<file path="config.mk">
export PLATFORM = sky130hd
export DESIGN_NAME = simple_circuit_exerciser
export DESIGN_NICKNAME = d
export VERILOG_FILES = /design/src/rtl/simple_circuit_exerciser.sv
export SDC_FILE = /design/constraint.sdc
export NUM_CORES = 1
export LEC_CHECK = 0
export BUFFER_PORTS_ARGS = -buffer_cell sky130_fd_sc_hd__buf_2
export CAP_MARGIN = 30
export CORE_MARGIN = 8
export CORE_UTILIZATION = 35
export CTS_CLUSTER_SIZE = 8
export DETAILED_ROUTE_END_ITERATION = 16
export SYNTH_ARGS = -nofsm -noshare
export SYNTH_HDL_FRONTEND = slang
export SYNTH_SLANG_ARGS = --single-unit
</file>
<file path="constraint.sdc">
create_clock -name clk -period 2.1 [get_ports clk]
set_clock_uncertainty 0.2 [all_clocks]
set_input_delay 0.42 -clock clk [delete_from_list [all_inputs] [get_ports clk]]
set_output_delay 0.42 -clock clk [all_outputs]
set_load 0.01 [all_outputs]
</file>
<file path="src/rtl/simple_circuit_exerciser.sv">
// simple_circuit_exerciser
// Drives all eight {A2,B2,C2} combinations into the simple_circuit1 block
// (Z = A2 | (B2 & C2)). Each vector is held for HOLD_CYCLES cycles and then
// Z is sampled for one more cycle. The block collects a mismatch count, a
// per-vector failure map and the lowest failing vector for the board LEDs.
// Every output comes straight from a flop, so Z and start never reach an
// output combinationally.

module simple_circuit_exerciser #(
  parameter int unsigned HOLD_CYCLES = 1  // legal range 1..255
) (
  input  logic       clk,
  input  logic       rst,
  input  logic       start,
  output logic       A2,
  output logic       B2,
  output logic       C2,
  input  logic       Z,
  output logic       busy,
  output logic       done,
  output logic       pass,
  output logic [3:0] err_count,
  output logic [7:0] fail_map,
  output logic [2:0] first_fail
);

  typedef enum logic [1:0] {
    ST_IDLE   = 2'd0,
    ST_APPLY  = 2'd1,
    ST_SAMPLE = 2'd2,
    ST_DONE   = 2'd3
  } state_t;

  // Value of the hold counter on the last APPLY cycle of a vector.
  localparam logic [7:0] HOLD_LAST = 8'(HOLD_CYCLES - 1);

  state_t     state_q, state_d;
  logic [2:0] vec_q, vec_d;          // index of the vector under test
  logic [7:0] hold_q, hold_d;        // cycles spent in APPLY for this vector
  logic [2:0] stim_q, stim_d;        // registered {A2,B2,C2}
  logic       busy_q, busy_d;
  logic       done_q, done_d;
  logic       pass_q, pass_d;
  logic [3:0] err_count_q, err_count_d;
  logic [7:0] fail_map_q, fail_map_d;
  logic [2:0] first_fail_q, first_fail_d;

  // Golden response for the vector currently driven, and the compare result.
  logic exp_bit;
  logic mismatch;

  assign exp_bit  = vec_q[2] | (vec_q[1] & vec_q[0]);
  assign mismatch = Z ^ exp_bit;

  // Next-state and next-output computation for the run sequencer.
  always_comb begin
    state_d      = state_q;
    vec_d        = vec_q;
    hold_d       = hold_q;
    stim_d       = stim_q;
    busy_d       = busy_q;
    done_d       = done_q;
    pass_d       = pass_q;
    err_count_d  = err_count_q;
    fail_map_d   = fail_map_q;
    first_fail_d = first_fail_q;

    case (state_q)
      ST_IDLE, ST_DONE: begin
        // A new run always starts from a clean slate, including from DONE.
        if (start) begin
          state_d      = ST_APPLY;
          vec_d        = 3'd0;
          hold_d       = 8'd0;
          stim_d       = 3'd0;
          busy_d       = 1'b1;
          done_d       = 1'b0;
          pass_d       = 1'b0;
          err_count_d  = 4'd0;
          fail_map_d   = 8'd0;
          first_fail_d = 3'd0;
        end
      end

      ST_APPLY: begin
        // Give the circuit HOLD_CYCLES cycles to settle on the new vector.
        hold_d = hold_q + 8'd1;
        if (hold_q == HOLD_LAST) begin
          state_d = ST_SAMPLE;
        end
      end

      ST_SAMPLE: begin
        // Vector is still driven; Z is captured at the end of this cycle.
        if (mismatch) begin
          fail_map_d[vec_q] = 1'b1;
          err_count_d       = err_count_q + 4'd1;  // at most 8, cannot wrap
          if (err_count_q == 4'd0) begin
            first_fail_d = vec_q;
          end
        end
        if (vec_q == 3'd7) begin
          state_d = ST_DONE;
          stim_d  = 3'd0;
          busy_d  = 1'b0;
          done_d  = 1'b1;
          pass_d  = (err_count_d == 4'd0);
        end else begin
          state_d = ST_APPLY;
          vec_d   = vec_q + 3'd1;
          stim_d  = vec_q + 3'd1;
          hold_d  = 8'd0;
        end
      end

      default: begin
        state_d = ST_IDLE;
      end
    endcase
  end

  // State and output registers; reset discards any partial run immediately.
  always_ff @(posedge clk or posedge rst) begin
    if (rst) begin
      state_q      <= ST_IDLE;
      vec_q        <= 3'd0;
      hold_q       <= 8'd0;
      stim_q       <= 3'd0;
      busy_q       <= 1'b0;
      done_q       <= 1'b0;
      pass_q       <= 1'b0;
      err_count_q  <= 4'd0;
      fail_map_q   <= 8'd0;
      first_fail_q <= 3'd0;
    end else begin
      state_q      <= state_d;
      vec_q        <= vec_d;
      hold_q       <= hold_d;
      stim_q       <= stim_d;
      busy_q       <= busy_d;
      done_q       <= done_d;
      pass_q       <= pass_d;
      err_count_q  <= err_count_d;
      fail_map_q   <= fail_map_d;
      first_fail_q <= first_fail_d;
    end
  end

  assign A2         = stim_q[2];
  assign B2         = stim_q[1];
  assign C2         = stim_q[0];
  assign busy       = busy_q;
  assign done       = done_q;
  assign pass       = pass_q;
  assign err_count  = err_count_q;
  assign fail_map   = fail_map_q;
  assign first_fail = first_fail_q;

endmodule

</file>
==> impl_metrics.csv <==
group,metric,value,unit
status,outcome,"finished clean",
sta,setup_tns,0,ns
yosys,async_reset_ff_share,100,%
yosys,yosysSeqAreaShare,45.0,%
min_path,hold_path_class,"in -> async",
power,max-vdd-ir-drop,0.000507,V
clocking,clock_latency,0.29,ns
global_route,grt_antenna_before_repair,0,
global_route,grtUsageTotal,12.2,%
clocking,clk_pin_slew_worst_paths,0.08,ns
sta,tightest_slew,0.444,ns
sta,rsz0062_at_grt,"yes",
die,core,5170,um2
detailed_routing,drc,0,
die,die_w,89.5,um
die,start_util,36.6,%
clocking,numCtsBuffers,5,
detailed_routing,drt_wl_total,4.38,mm
sta,timing.final.crit_period,2.02,ns
yosys,synth_fp_nets,216,
sta,clock.fmax,0.494,GHz
sta,setup_viol,0,
final_layout,drive_above_1_share,26.1,%
sta,finalCritPeriodShare,96.3,%
global_route,grt_pass1_vias,1534,
clocking,cts_root_buffer,"clkbuf_8",
yosys,synth_common_cells,"dfrtp_1, nand2_1, nor2_1, o21ai_0, inv_1",
worst_setup_path,end_kind,"register",
yosys,synth_top_area_share,45.0,%
die,placementRows,26,
detailed_routing,ant_nets,0,
job,cap_violations,0,
placement,dp_hpwl,3.08,mm
sta,finalHoldViolations,0,
clocking,h-tree-depth,2,
placement,io_buffers,24,
yosys,ys_warn_count,0,
sta,slew_headroom,70.4,%
die,dieArea,8010,um2
die,die_y,89.5,um
sta,whs,0.0148,ns
global_route,grt_pass1_wl,7.52,mm
worst_setup_path,critical_path_class,"reg -> reg",
yosys,synth.area.top_cells,"dfrtp_1, ha_1, nand2_1",
yosys,synth_top_flop_cell,"dfrtp_1",
yosys,synth_seq_cells,34,
yosys,synth_largest_area_cell,"dfrtp_1",
yosys,synth_most_common_cell,"dfrtp_1",
worst_setup_path,cp.required,2.07,ns
placement,dp_cells,303,
yosys,synth.cell_area,1890,um2
detailed_routing,drt_first_pass_iters,4,
final_layout,final_area,2320,um2
clocking,clockBufferDepth,2,
power,powerDensity,1240,nW/um2
yosys,syn_avg_cell_area,9.37,um2
detailed_routing,vias,1590,
detailed_routing,via_per_inst,5.11,
sta,final_max_slew_viol_count,0,
worst_setup_path,arrival,1.99,ns
yosys,synth-edff-count,0,
clocking,cts_sinks,34,
placement,routabilityCongestion,0.794,
final_layout,instances_no_fill,311,
final_layout,finalNetCount,254,
placement,placed_area,2200,um2
global_route,grt_max_degree,35,
die,pin_count,25,
worst_setup_path,critical_path.max_fanout,5,
worst_setup_path,cp-start-kind,"register",
detailed_routing,wire_per_inst,14.1,um
final_layout,antenna_cells,0,
power,p_leak,0.00112,uW
yosys,ys_types,41,
final_layout,area_growth,22.8,%
clocking,tritoncts,"built",
yosys,netlist_instances,202,
global_route,grt_overflow_total,0,
detailed_routing,drt_iter0_markers,75,
layout make-up:
class / instances / area (um2)
flip-flops and latches: 34 / 851
multi-input cells: 144 / 986
clock buffers: 7 / 86.3
repair buffers: 43 / 263
well taps: 70 / 87.6
clock inverters: 1 / 5.00
fillers: 525 / 2850
inverters: 12 / 45.0
critical path: stages, from the launching register on:
cell and delay, ns:
dfrtp_1 0.41, inv_1 0.07, ha_1 0.13, or4b_4 0.47
o41ai_4 0.24, nand2_1 0.14, a22o_1 0.24
layout by cell type (no fill, tap or decap), types with 2 or more instances in the layout:
master and n:
nor2_1 14, nor2b_1 5, a22oi_1 2, o41ai_1 5
mux2i_1 8, ha_2 2, nand2_1 28, nand3_1 9
ha_1 8, buf_4 19, a22o_1 6, nand4_1 2
buf_2 24, a32o_1 3, inv_1 12, nand2b_1 2
nor3_1 3, o21ai_0 14, a21oi_1 7, dfrtp_1 34
a31oi_1 4, clkbuf_8 6
flip-flops by register name (all words and copies together) (netlist names):
name        count
fail_map        8
err_count       4
hold_q          8
first_fail      3
pass            1
state_q         2
vec_q           3
busy            1
stim_q          3
done            1
report_power, final:
group	switching (uW)	internal, uW
combinational	825	645
sequential	108	794
clock	243	265
total	1180	1700
per-stage QoR:
step | util [%] | total power (uW) | worst slack, ns
after floorplan | - | 1830 | 0.0339
after global placement | 42.5 | 2310 | 0.0934
after detailed placement | 42.5 | 2330 | 0.0255
after CTS | 44.3 | 2850 | 0.0452
after global routing | 44.9 | 3100 | -0.00850
final | 44.9 | 2880 | 0.0770
worst paths after layout:
check,start,endpoint,slack [ns],depth (start not counted)
max,hold_q[0],state_q[1],0.08,6
min,rst,state_q[0],0.01,3
max reg2reg,hold_q[0],state_q[1],0.08,6
min reg2reg,fail_map[3],fail_map[3],0.28,2
max in group asynchronous,rst,err_count[3],1.36,3
min in group clk,fail_map[3],fail_map[3],0.28,2
what timing repair did:
item	CTS	global route
setup buffers	0	0
pin swaps	0	2
setup endpoints to repair	3	15
gates resized for setup	1	7
hold buffers	0	0
routing by layer:
metal	GRT usage [%]	part of all wire [%]	routed length, um
met2	18.0	44	1930
met3	2.67	3.4	150
met5	0	0	0
met1	16.7	51	2230
met4	4.98	1.6	72
kinds of logic after synthesis:
group           Yosys count  share of synthesized area (%)
buf+inv                  24                           5.16
fa+ha+maj                10                           6.61
xor+xnor                  3                           1.39
compound gates           50                           18.6
simple gates             71                           17.3
mux                      10                           6.02
flops                    34                           45.0
No activity file was read; power rests on OpenSTA's default activity.
